==> src/rtl/uart_rx_fifo.sv <==
// 8N1 UART receiver feeding a first-word-fall-through FIFO with valid/ready output.
// Reports stop-bit framing errors and sticky FIFO overflow.
module uart_rx_fifo #(
    parameter int unsigned CLK_FREQ   = 60000000,
    parameter int unsigned BAUDRATE   = 1000000,
    parameter int unsigned FIFO_DEPTH = 16
) (
    input  logic                         clk_i,
    input  logic                         rst_i,
    input  logic                         rx_i,
    output logic [7:0]                   data_o,
    output logic                         valid_o,
    input  logic                         ready_i,
    output logic [$clog2(FIFO_DEPTH):0]  level_o,
    output logic                         frame_err_o,
    output logic                         overflow_o,
    input  logic                         clear_i
);

    localparam int unsigned DIV  = CLK_FREQ / BAUDRATE;
    localparam int unsigned HALF = DIV / 2;
    localparam int unsigned AW   = $clog2(FIFO_DEPTH);
    localparam int unsigned CW   = $clog2(DIV);

    localparam logic [CW-1:0] CNT_FULL = CW'(DIV - 1);
    localparam logic [CW-1:0] CNT_HALF = CW'(HALF - 1);
    localparam logic [AW:0]   LVL_FULL = (AW + 1)'(FIFO_DEPTH);

    typedef enum logic [2:0] {StIdle, StStart, StData, StStop, StBreak} state_e;

    state_e          r_state;
    state_e          w_state_d;
    logic            r_rx_meta;
    logic            r_rx_s;
    logic [CW-1:0]   r_cnt;
    logic [2:0]      r_bit_idx;
    logic [7:0]      r_shift;
    logic            w_cnt_zero;
    logic            w_sample_ok;
    logic            w_sample_bad;
    logic            r_push;
    logic            r_frame_err;
    logic [7:0]      r_mem [FIFO_DEPTH];
    logic [AW:0]     r_wr_ptr;
    logic [AW:0]     r_rd_ptr;
    logic [AW:0]     w_level;
    logic            w_full;
    logic            w_pop;
    logic            w_push_ok;
    logic            w_drop;
    logic            r_overflow;

    always_ff @(posedge clk_i or negedge rst_i) begin
        if (!rst_i) begin
            r_rx_meta <= 1'b1;
            r_rx_s    <= 1'b1;
        end else begin
            r_rx_meta <= rx_i;
            r_rx_s    <= r_rx_meta;
        end
    end

    assign w_cnt_zero = (r_cnt == '0);

    always_ff @(posedge clk_i or negedge rst_i) begin
        if (!rst_i) begin
            r_state <= StIdle;
        end else begin
            r_state <= w_state_d;
        end
    end

    always_comb begin
        w_state_d = r_state;
        case (r_state)
            StIdle:  if (!r_rx_s) w_state_d = StStart;
            StStart: if (w_cnt_zero) w_state_d = r_rx_s ? StIdle : StData;
            StData:  if (w_cnt_zero && (r_bit_idx == 3'd7)) w_state_d = StStop;
            StStop:  if (w_cnt_zero) w_state_d = r_rx_s ? StIdle : StBreak;
            StBreak: if (r_rx_s) w_state_d = StIdle;
            default: w_state_d = StIdle;
        endcase
    end

    always_comb begin
        w_sample_ok  = 1'b0;
        w_sample_bad = 1'b0;
        if ((r_state == StStop) && w_cnt_zero) begin
            w_sample_ok  = r_rx_s;
            w_sample_bad = ~r_rx_s;
        end
    end

    always_ff @(posedge clk_i or negedge rst_i) begin
        if (!rst_i) begin
            r_cnt     <= '0;
            r_bit_idx <= '0;
            r_shift   <= '0;
        end else begin
            case (r_state)
                StIdle: begin
                    if (!r_rx_s) r_cnt <= CNT_HALF;
                end
                StStart: begin
                    if (w_cnt_zero) begin
                        r_cnt     <= CNT_FULL;
                        r_bit_idx <= '0;
                    end else begin
                        r_cnt <= r_cnt - 1'b1;
                    end
                end
                StData: begin
                    if (w_cnt_zero) begin
                        r_shift[r_bit_idx] <= r_rx_s;
                        r_bit_idx          <= r_bit_idx + 3'd1;
                        r_cnt              <= CNT_FULL;
                    end else begin
                        r_cnt <= r_cnt - 1'b1;
                    end
                end
                StStop: begin
                    if (!w_cnt_zero) r_cnt <= r_cnt - 1'b1;
                end
                default: ;
            endcase
        end
    end

    // Push and error are registered one cycle after the stop-bit sample; r_shift is
    // stable in that cycle because only StData modifies it.
    always_ff @(posedge clk_i or negedge rst_i) begin
        if (!rst_i) begin
            r_push      <= 1'b0;
            r_frame_err <= 1'b0;
        end else begin
            r_push      <= w_sample_ok;
            r_frame_err <= w_sample_bad;
        end
    end

    assign w_level   = r_wr_ptr - r_rd_ptr;
    assign w_full    = (w_level == LVL_FULL);
    assign valid_o   = (w_level != '0);
    assign w_pop     = valid_o & ready_i;
    assign w_push_ok = r_push & (~w_full | w_pop);
    assign w_drop    = r_push & w_full & ~w_pop;

    always_ff @(posedge clk_i or negedge rst_i) begin
        if (!rst_i) begin
            for (int i = 0; i < int'(FIFO_DEPTH); i++) r_mem[i] <= '0;
        end else if (w_push_ok) begin
            r_mem[r_wr_ptr[AW-1:0]] <= r_shift;
        end
    end

    always_ff @(posedge clk_i or negedge rst_i) begin
        if (!rst_i) begin
            r_wr_ptr <= '0;
            r_rd_ptr <= '0;
        end else begin
            if (w_push_ok) r_wr_ptr <= r_wr_ptr + 1'b1;
            if (w_pop)     r_rd_ptr <= r_rd_ptr + 1'b1;
        end
    end

    // Set has priority over clear.
    always_ff @(posedge clk_i or negedge rst_i) begin
        if (!rst_i) begin
            r_overflow <= 1'b0;
        end else if (w_drop) begin
            r_overflow <= 1'b1;
        end else if (clear_i) begin
            r_overflow <= 1'b0;
        end
    end

    assign data_o      = r_mem[r_rd_ptr[AW-1:0]];
    assign level_o     = w_level;
    assign frame_err_o = r_frame_err;
    assign overflow_o  = r_overflow;

endmodule
==> config.mk <==
export PLATFORM = sky130hd
export DESIGN_NAME = uart_rx_fifo
export DESIGN_NICKNAME = d
export VERILOG_FILES = /design/src/rtl/uart_rx_fifo.sv
export SDC_FILE = /design/constraint.sdc
export NUM_CORES = 1
export LEC_CHECK = 0
export ABC_AREA = 0
export CORE_AREA = 2 2 146 148
export CTS_CLUSTER_SIZE = 40
export DETAILED_ROUTE_END_ITERATION = 6
export DIE_AREA = 0 0 148 150
export PLACE_DENSITY = 0.55
export SLEW_MARGIN = 20
export SYNTH_ARGS = -nofsm -noshare
export SYNTH_HDL_FRONTEND = slang
export SYNTH_SLANG_ARGS = --single-unit
==> constraint.sdc <==
create_clock -name clk_i -period 10 [get_ports clk_i]
set_clock_uncertainty 0.2 [all_clocks]
set_input_delay 2.5 -clock clk_i [delete_from_list [all_inputs] [get_ports clk_i]]
set_output_delay 2.5 -clock clk_i [all_outputs]
set_load 0.01 [all_outputs]
==> metrics, run 1 <==
syn_area_per_cell 14.2 µm²; Yosys reg bits 163; final setup fails 0; area post-placement 8540 µm²; DRT Wirelength 17.9 mm; share of layout cells above drive strength 1 39.4%; worst-path cell chain ha_1 > fa_1 > nand2b_1 > a21oi_1 > xnor2_1 > or2_2 > clkdlybuf4s50_1; Top Family by Delay on Critical Path adder cells; largest net degree at the start of global routing 89; Worst Setup Path Type register to output pin; Final HPWL DP 11.8 mm; setup TNS 0 ns; post-layout net count 599; crit path max fanout 14; Max Cap Viol 0; via count 4760; Pleak 4.06 nW; io pins 21; H-tree lvl count 4; WP data arrival 3.25 ns; worst IR drop on VDD 91.8 µV; final-report hold violation count 0; first-pass GRT wire length 29.1 mm; post-synthesis cell area 8100 µm²; FILL cells 1872; Post-synth ARST share 100%; Die ar. 22200 µm²; core area 20700 µm²; PostCTS Resize Cnt 0; sequential-to-total area share from yosys stat 50.4%; height of the chip 150 µm; max_slew headroom 34.9%; Critical-path top delay cell dfrtp_2; GR Overflow Total 0; CTS Buf Count 17; initial core utilization 39.1%; crit path buf inv count 1; Slew Limit Fails 0; crit start category register; global-route usage over all layers 17.3%; Setup Buffers After CTS 0; dominant cell type by area after synthesis dfrtp_1; Antenna diodes 0; PwrDens 189 nW/µm²; number of remaining DRC errors 0; vias in the first global route 5006; clock sink count 163; Final period util 59.5%; outcome complete, no violations; Hold Crit Class register to register; Layout area overhead 12.5%; minimum clock period 5.95 ns; CTS Hold Bufs 0; top-area cell type share of the netlist area 49.8%; syn_nets 587; element type at the critical path end output pin; number of routed nets with antenna violations 0; Post-synth top flop dfrtp_1; Clk Tree Root Cell clkbuf_16; post-synthesis cell count 569; fin area 9110 µm²; most common cell in the netlist dfrtp_1; CTS Buffer Depth 2; gpl congestion 0.791; routed len/inst 20.6 µm; Die X 148 µm; initial antenna violation count 0; Netlist cell types 55; Max Fclk 168 MHz; CP peak stage delay 0.57 ns; number of flops mapped to enable cells by yosys 0; Worst-Margin Slew 0.976 ns; RSZ-0062 raised after global routing no; top cells by area, synth dfrtp_1 (50%), mux2_2 (18%), mux4_2 (8.9%); synth cell count leaders dfrtp_1 (161), mux2_2 (126), nand2_1 (39); Worst-Skew Late Latency 0.43 ns; WP data required 7.30 ns; Ys Warns 0; DRT iter0 DRCs 296; CTS tree built; row count 53; Pre-Repair DR Iteration Count 4; Clock transition at path regs 0.07 ns; Vias per Instance 5.48; IO Port Bufs 20
[area by class of cell]
cell class | instances | area, µm² | area share (%)
Sequential cell | 163 | 4080 | 44.8
Inverter | 13 | 48.8 | 0.536
Timing Repair Buffer | 27 | 254 | 2.79
Tap cell | 275 | 344 | 3.78
Multi-Input combinational cell | 359 | 3810 | 41.8
Clock buffer | 19 | 443 | 4.86
Clock inverter | 13 | 126 | 1.39
[cell usage in the layout (no fill, tap or decap), types with 2 or more instances in the layout]
master / instances
and3_1: 10
a211oi_1: 2
a22oi_1: 3
mux2_4: 8
a31oi_1: 10
clkinvlp_4: 4
mux2i_4: 2
nor2b_1: 6
inv_6: 4
buf_4: 7
ha_1: 12
clkbuf_16: 17
nand4_1: 2
o21ai_0: 12
nor3_1: 5
a21oi_1: 8
clkinv_4: 3
o2111ai_2: 4
and4_1: 2
and2_1: 2
mux2_1: 4
xor2_1: 2
nor3_2: 2
inv_1: 11
dfstp_2: 2
or2_2: 2
o211ai_1: 2
mux2_2: 126
o2111ai_4: 12
clkinv_1: 2
clkdlybuf4s50_1: 19
dfrtp_1: 160
nand2_1: 39
mux4_2: 32
xnor2_1: 9
nor2_1: 14
nand3_1: 7
nand2b_1: 3
[path summary, 6_finish.rpt]
kind | start | endpoint | slack, ns | cells after the start
min in group asynchronous | rst_i | r_mem[23] | 1.93 | 1
worst min register to register | r_rx_meta | r_rx_s | 0.16 | 0
worst max register to register | r_rd_ptr[0] | r_mem[43] | 6.33 | 8
worst min-delay path | r_rx_meta | r_rx_s | 0.16 | 0
worst max-delay path | r_rd_ptr[0] | valid_o | 4.05 | 7
max in group asynchronous | rst_i | r_cnt[5] | 6.17 | 2
[stage by stage]
stage                     power [mW]  util (%)  setup slack [ns]  hold slack (ns)  std cells
after global routing            1.81      44.0              3.85            0.165        869
final                           1.72      44.0              4.05            0.157        869
after global placement          1.11      41.3              4.49            0.148        837
after detailed placement        1.11      41.3              4.47            0.149        837
after CTS                       1.75      44.0              4.00            0.159        869
after floorplan                0.993         -              4.43            0.145        569
[kinds of logic after synthesis]
group | share of synthesized area [%]
compound gates | 8.11
xor+xnor | 1.39
fa+ha+maj | 2.10
buf+inv | 2.66
flops | 50.4
mux | 29.0
simple gates | 6.34
[flip-flops by register name, indices dropped and copies added (netlist names)]
register and count:
r_bit_idx 3, r_cnt 6, r_state 3, frame_err_o 1
overflow_o 1, r_rx_meta 1, r_push 1, r_mem 128
r_shift 8, r_rd_ptr 5, r_wr_ptr 5, r_rx_s 1
[report_power, final]
group,switching [mW],leakage [nW],internal (mW)
Clock,0.275,0.267,0.353
Combinational,0.218,1.55,0.154
Sequential,0.0409,2.24,0.682
Total,0.534,4.06,1.19
[metal layers]
| metal | vias up | wire, µm | global-route usage [%] | part of all wire (%) |
|---|---|---|---|---|
| met2 | 70 | 8530 | 27.7 | 48 |
| met5 | - | 0 | 0 | 0 |
| met4 | 0 | 264 | 4.76 | 1.5 |
| met3 | 19 | 520 | 3.84 | 2.9 |
| met1 | 2530 | 8600 | 23.8 | 48 |
| li1 | 2141 | - | - | - |
No activity file was read; power rests on OpenSTA's default activity.
==> inputs of run 2 (changes only) <==
- clock period: 10 -> 5.95 ns (I/O delays scaled with it)
==> run 2 against run 1 <==
Global-route usage grew 0.087 points. Clock power grew 77%. Sequential cell count is the same. Sequential share of layout area shrank 0.18 points. Die area is the same. Via count shrank 0.69%. Critical path depth grew 1. Sequential power grew 69%. Final cell count shrank 0.23%. Register-to-register slack lost 4.6 ns. Hold slack is essentially flat. Critical path type unchanged. Critical endpoint unchanged. Largest power group unchanged.
==> metrics, run 2 (synthesis gave the netlist of run 1 again) <==
outcome complete, no violations; Comb power frac 20.9%; hold_sp r_rx_meta; commonest non-fill, non-tap cells in the layout dfrtp_1 (160), mux2_2 (126), nand2_1 (39); Pre-Repair DR Iteration Count 4; IO Port Bufs 20; Antenna diodes 0; Vias per Instance 5.45; Worst-Skew Late Latency 0.42 ns; initial antenna violation count 0; via count 4727; gpl congestion 0.804; area post-placement 8550 µm²; vias in the first global route 5134; worst IR drop on VDD 176 µV; first-pass GRT wire length 29.2 mm; max reg flops 128; RSZ-0062 raised after global routing no; Worst Setup Path Type register to output pin; Layout area overhead 13.0%; Setup WS post-layout 0.835 ns; post-layout net count 600; final setup fails 0; worst r2r dst r_mem[86]; Clk Tree Root Cell clkbuf_16; global-route usage over all layers 17.4%; Setup Buffers After CTS 0; placed cell count 838; CTS tree built; total power 2.95 mW; Die ar. 22200 µm²; final-report hold violation count 0; crit path buf inv count 3; WP data required 4.26 ns; Worst-Margin Slew 0.954 ns; sequential power share 41.5%; largest net degree at the start of global routing 79; crit path max fanout 28; Switching Share 29.1%; setup TNS 0 ns; Pleak 4.09 nW; DRT Wirelength 17.8 mm; largest reg by FF count r_mem; row count 53; Hold Crit Class register to register; pre-CTS setup slack 1.26 ns; CP peak stage delay 0.50 ns; WP data arrival 3.43 ns; net switching power 859 µW; clock sink count 163; Max Cap Viol 0; largest registers r_mem (128), r_shift (8), r_cnt (6); core area 20700 µm²; H-tree lvl count 4; max_slew headroom 35.1%; number of remaining DRC errors 0; Max Fclk 196 MHz; number of routed nets with antenna violations 0; height of the chip 150 µm; Slew Limit Fails 0; routed len/inst 20.6 µm; fin area 9150 µm²; Clk pwr share 37.6%; final hold slack 0.157 ns; CTS Buf Count 17; GR Overflow Total 0; Final HPWL DP 11.8 mm; Top Family by Delay on Critical Path buffers and inverters; FILL cells 1851; WHS Endpoint r_rx_s; crit start category register; CTS Hold Bufs 0; minimum clock period 5.11 ns; Worst R2R Path Depth 9; Critical-path top delay cell ha_1; Finished Layout Cells 867; PwrDens 323 nW/µm²; CTS Buffer Depth 2; Final period util 86.0%; initial core utilization 39.1%; most common cell after layout, fill and taps aside dfrtp_1; Hold Path Stages 0; fin util 44.2%; Clock transition at path regs 0.06 ns; element type at the critical path end output pin; worst-path cell chain buf_4 > clkinv_1 > ha_1 > nand2b_1 > a21oi_1 > xnor2_1 > or2_2 > clkdlybuf4s50_1; io pins 21; Internal 2.09 mW; PostCTS Resize Cnt 0; RR Startpoint r_rd_ptr[2]; DRT iter0 DRCs 187; reg2reg setup slack 1.78 ns; share of layout cells above drive strength 1 39.4%; Die X 148 µm
## run 2: changes by cell type in the layout (fill, tap and decap cells not counted)
cell        before  now
bufinv_16        1    3
inv_6            4    0
clkinv_2         1    2
clkbuf_8         1    3
clkinvlp_4       4    3
buf_4            7    8
clkinv_4         3    1
clkbuf_1         1    0
## run 2: area by class of cell
type | count | area, µm² | area share [%]
well taps | 275 | 344 | 3.76
flip-flops and latches | 163 | 4080 | 44.6
inverters | 13 | 48.8 | 0.533
repair buffers | 28 | 262 | 2.86
multi-input cells | 359 | 3810 | 41.7
clock inverters | 9 | 131 | 1.44
clock buffers | 20 | 467 | 5.10
## run 2: power by group through the flow
| stage | Clock, mW | Combinational (mW) | Sequential (mW) |
|---|---|---|---|
| finish | 1.11 | 0.616 | 1.22 |
| global route | 1.19 | 0.679 | 1.24 |
| CTS | 1.14 | 0.626 | 1.23 |
| detailed placement | 0 | 0.625 | 1.25 |
| global placement | 0 | 0.615 | 1.24 |
| floorplan | 0 | 0.475 | 1.19 |
## run 2: worst register-to-register path, stage by stage (launching register included)
cell and delay [ns]:
dfrtp_1 0.33, buf_4 0.37, clkinv_1 0.39, ha_1 0.50, nand2b_1 0.08, a21oi_1 0.33, mux2i_4 0.87, buf_4 0.35
o2111ai_4 0.24, mux2_1 0.40
## run 2: worst max path at each step
| stage | startpoint | to | cells past startpoint |
|---|---|---|---|
| finish | r_rd_ptr[2] | valid_o | 8 |
| global route | r_rd_ptr[2] | valid_o | 8 |
| CTS | r_rd_ptr[2] | valid_o | 8 |
| detailed placement | r_rd_ptr[2] | valid_o | 8 |
| global placement | r_rd_ptr[2] | valid_o | 8 |
| floorplan | r_rd_ptr[2] | valid_o | 10 |
## run 2: routing by layer
layer  routed length (µm)  vias to the layer above  global-route usage, %
li1                     -                     2129                      -
met4                  207                        0                   4.90
met5                    0                        -                      0
met3                  725                       14                   4.27
met1                 8430                     2502                   24.4
met2                 8460                       82                   26.9
==> edit 1 (settings of run 1) <==
Remove the register `r_frame_err`: a continuous assignment takes its place, so the output `frame_err_o` follows one clock earlier.
--- a/src/rtl/uart_rx_fifo.sv
+++ b/src/rtl/uart_rx_fifo.sv
@@ -131,12 +131,12 @@
     always_ff @(posedge clk_i or negedge rst_i) begin
         if (!rst_i) begin
             r_push      <= 1'b0;
-            r_frame_err <= 1'b0;
         end else begin
             r_push      <= w_sample_ok;
-            r_frame_err <= w_sample_bad;
         end
     end
+
+    assign r_frame_err = w_sample_bad;
 
     assign w_level   = r_wr_ptr - r_rd_ptr;
     assign w_full    = (w_level == LVL_FULL);
Function: no difference found for any inputs over 10 cycles, from zero or initial values and one cycle with rst_i low; that may be too few to reach the edited logic, so the function may still have changed.
==> edit 1 against run 1 <==
  * Sequential cell count decreased by 1
  * Combinational power up 3%
  * Wire length decreased by 2.6%
  * Largest power group unchanged
  * Critical endpoint unchanged
  * Design area increased by 0.12%
  * Total power increased by 1.4%
  * Area after synthesis is 0.31% lower
  * Highest routed layer unchanged
  * Largest cell class unchanged
  * Setup slack got worse by 170 ps
==> edit 1: results (changes against run 1) <==
INFO  metric gpl.final_weighted_congestion = 0.7998 (+1.1%)
INFO  metric tritonroute_pass_1_iters = 5 (+1)
INFO  metric synth-seq-area-share = 50.26% (-0.15 points)
INFO  metric timing.reg2reg.setup_slack = 6190 ps (-140 ps)
INFO  metric first_global_vias = 5031 (+0.50%)
INFO  metric critical-path-slowest-cell = clkdlybuf4s50_1
INFO  metric multi_input_combinational_area_share = 41.79% (-0.052 points)
INFO  metric run_status = completed
INFO  metric dp_area = 8517 um^2 (-0.29%)
INFO  metric finalPower = 0.001747 W (+1.4%)
INFO  metric buf_share = 2.784% (-0.0034 points)
INFO  metric synthesis.nets = 586 (-0.17%)
INFO  metric timing.rr.end = r_mem[45]
INFO  metric nClkBuffers = 21 (+2)
INFO  metric total_switching_power = 0.0005188 W (-2.8%)
INFO  metric drt_iter0_drc = 251 (-15%)
INFO  metric slowest_delay = 470 ps (-100 ps)
INFO  metric grtUsageTotal = 16.78% (-0.51 points)
INFO  metric dpl.hpwl = 11290 um (-4.5%)
INFO  metric layout-drive-gt1-share = 39.63% (+0.24 points)
INFO  metric comb_cell_power = 0.000384 W (+3%)
INFO  metric fillers = 1873 (+0.053%)
INFO  metric critical_path_peak_fanout = 36 (+22)
INFO  metric detailroute.via_count = 4751 (-0.19%)
INFO  metric use_met3 = 3.689% (-0.15 points)
INFO  metric routed_wire_length_per_instance = 20.09 um (-2.5%)
INFO  metric clock_area_share = 6.638% (+0.39 points)
-- edit 1: cell count changes in the layout (fill, tap and decap cells not counted), sizes merged --
cell      delta
clkbuf       +2
inv          -1
bufinv       +1
dfrtp        -1
clkinvlp     -2
-- edit 1: layer usage --
metal | vias to the layer above | part of all wire [%]
li1 | 2135 | -
met1 | 2539 | 47
met2 | 63 | 48
met3 | 14 | 3.5
met4 | 0 | 1.5
met5 | - | 0
-- edit 1: logic make-up (layout without fill, tap and decap cells) --
| family | count (synthesis) | count (layout) | share of synthesized area (%) |
|---|---|---|---|
| flops | 162 | 162 | 50.26 |
| simple gates | 100 | 100 | 6.356 |
| mux | 173 | 173 | 29.08 |
| compound gates | 61 | 61 | 8.138 |
| xor+xnor | 12 | 12 | 1.395 |
| buf+inv | 47 | 72 | 2.666 |
| fa+ha+maj | 13 | 13 | 2.108 |
-- edit 1: critical path: cells and delay by family (launching register included) --
kind / cells / cell delay [ps]
buffers and inverters: 2 / 810
AND/OR/NAND/NOR: 2 / 500
AO/OA/AOI/OAI: 1 / 330
flip-flops: 1 / 380
adder cells (fa/ha/maj): 2 / 760
XOR/XNOR: 1 / 220
-- edit 1: worst min path at each step --
stage                          from      to  slack (ps)  depth (start not counted)
after floorplan           r_rx_meta  r_rx_s         150                          0
after global placement    r_rx_meta  r_rx_s         150                          0
after detailed placement  r_rx_meta  r_rx_s         150                          0
after CTS                 r_rx_meta  r_rx_s         160                          0
after global routing      r_rx_meta  r_rx_s         160                          0
final                     r_rx_meta  r_rx_s         160                          0
-- edit 1: metrics by stage --
step	worst slack (ps)	instances	utilization [%]
4_1_cts	3804	868	44.09
2_1_floorplan	4434	568	-
5_1_grt	3667	868	44.09
3_3_place_gp	4292	836	41.16
3_5_place_dp	4262	836	41.16
6_report	3876	868	44.09
==> edit 2 (config.mk and constraints of run 1) <==
Made on the original files. `BAUDRATE`: 1000000 -> 250000.
--- a/src/rtl/uart_rx_fifo.sv
+++ b/src/rtl/uart_rx_fifo.sv
@@ -2,7 +2,7 @@
 // Reports stop-bit framing errors and sticky FIFO overflow.
 module uart_rx_fifo #(
     parameter int unsigned CLK_FREQ   = 60000000,
-    parameter int unsigned BAUDRATE   = 1000000,
+    parameter int unsigned BAUDRATE   = 250000,
     parameter int unsigned FIFO_DEPTH = 16
 ) (
     input  logic                         clk_i,
Function: no difference found for any inputs over 10 cycles, from zero or initial values and one cycle with rst_i low; that may be too few to reach the edited logic, so the function may still have changed.
==> edit 2 against run 1 <==
  * Sequential cell count up 2
  * Area after synthesis is 1.1% higher
  * Wire length down 2.6%
  * Setup slack got worse by 170 ps
  * Design area up 1.3%
  * Core utilization increased by 0.59 points
  * Critical path type unchanged
  * Highest routed layer unchanged
Power is not compared: it rests on default switching activity, and its combinational part moved more than twofold at a synthesized area within 25%.
==> edit 2: results (changes against run 1) <==
INFO  metric tritonroute_pass_1_iters = 4 (unchanged)
INFO  metric grt_pass1_wl = 28430 um (-2.3%)
INFO  metric timing.reg2reg.setup_slack = 5970 ps (-360 ps)
INFO  metric dr_wl_met3 = 460 um (-12%)
INFO  metric dpl.hpwl = 10950 um (-7.5%)
INFO  metric final_hold_slack = 155.1 ps (-2.385 ps)
INFO  metric run_status = completed
INFO  metric globalRouteMet2Util = 27.62% (-0.069 points)
INFO  metric viasPerCell = 5.499 (+0.40%)
INFO  metric synth-seq-area-share = 50.46% (about the same)
INFO  metric drt_wl_total = 17450 um (-2.6%)
INFO  metric synthesis.nets = 568 (-3.2%)
INFO  metric wire_length_the_detailed_router_placed_on_met1 = 8141 um (-5.3%)
INFO  metric gpl.final_weighted_congestion = 0.7407 (-6.4%)
INFO  metric worst-endpoint-arrival = 3420 ps (+170 ps)
INFO  metric largest_registers = r_mem (128), r_cnt (8), r_shift (8)
INFO  metric timing.reg2reg.worst_path_depth = 9 (+1)
INFO  metric met2WireLength = 8399 um (-1.5%)
INFO  metric dp_area = 8623 um^2 (+0.95%)
INFO  metric cts_inserted_buffers = 17 (unchanged)
INFO  metric first_global_vias = 4939 (-1.3%)
INFO  metric fillers = 1849 (-1.2%)
INFO  metric gr-usage-met1 = 22.87% (-0.98 points)
INFO  metric post_synth_num_cell_types = 53 (-3.6%)
INFO  metric layout-drive-gt1-share = 42.83% (+3.4 points)
INFO  metric finalNetCount = 578 (-3.5%)
INFO  metric top_layer_used = met4
INFO  metric grtUsageTotal = 17.08% (-0.22 points)
INFO  metric flow.area_growth_from_synthesis = 12.78%
INFO  metric use_met3 = 3.354% (-0.49 points)
INFO  metric drt_iter0_drc = 260 (-12%)
INFO  metric hold_class = flop to flop
INFO  metric tightestPinTransition = 932.6 ps (-43.89 ps)
INFO  metric ys_top_cells_by_area = dfrtp_1, mux2_2, mux4_2
INFO  metric synth_commonest_cells = dfrtp_1, mux2_2, mux4_2, clkbuf_1, nor2_1
INFO  metric critical_path_peak_fanout = 36 (+22)
## edit 2: changes by cell type after synthesis, moves of 4 or more
cell,before,now
nand2_1,39,17
mux2_2,126,138
and3_1,10,2
mux2_4,8,0
mux4_2,32,40
a31oi_1,10,3
nor2_1,14,19
mux2_1,4,0
## edit 2: final cells by class
class | count | share of cell area, %
Clock inverter | 12 | 1.518
Tap cell | 275 | 3.726
Clock buffer | 20 | 5.054
Multi-Input combinational cell | 337 | 41.75
Sequential cell | 165 | 44.76
Inverter | 12 | 0.4878
Timing Repair Buffer | 26 | 2.710
## edit 2: power groups by stage
stage	Combinational, W	Clock, W	Sequential [W]
after global routing	0.0000186	0.000715	0.000669
after detailed placement	0.0000164	0	0.000682
after floorplan	0.000000700	0	0.000681
final	0.0000153	0.000664	0.000669
after CTS	0.0000165	0.000684	0.000669
after global placement	0.0000158	0	0.000681
## edit 2: worst max-delay path, cell delays in order (launching register included)
cell	delay (ps)
dfrtp_2	390
buf_4	340
ha_1	320
fa_1	430
nand2b_1	170
a21oi_1	330
xnor2_1	210
or2_2	330
clkdlybuf4s50_1	470
## edit 2: final timing paths
path / to
setup reg to reg: r_mem[62]
min in group asynchronous: r_state[1]
hold / removal: r_rx_s
setup / recovery: valid_o
hold reg to reg: r_rx_s
max in group asynchronous: r_mem[94]
## edit 2: cell families after synthesis
group	synth area share (%)
buffers and inverters	2.613
adder cells (fa/ha/maj)	2.231
multiplexers	30.62
flip-flops	50.46
AND/OR/NAND/NOR	4.966
AO/OA/AOI/OAI	7.732
XOR/XNOR	1.375
## edit 2: stage by stage
step	total power, W	worst slack (ps)	instances
6_report	0.001348	3881	847
5_1_grt	0.001403	3658	847
4_1_cts	0.001369	3822	847
3_5_place_dp	0.0006979	4285	815
3_3_place_gp	0.0006972	4327	815
2_1_floorplan	0.0006817	5024	549
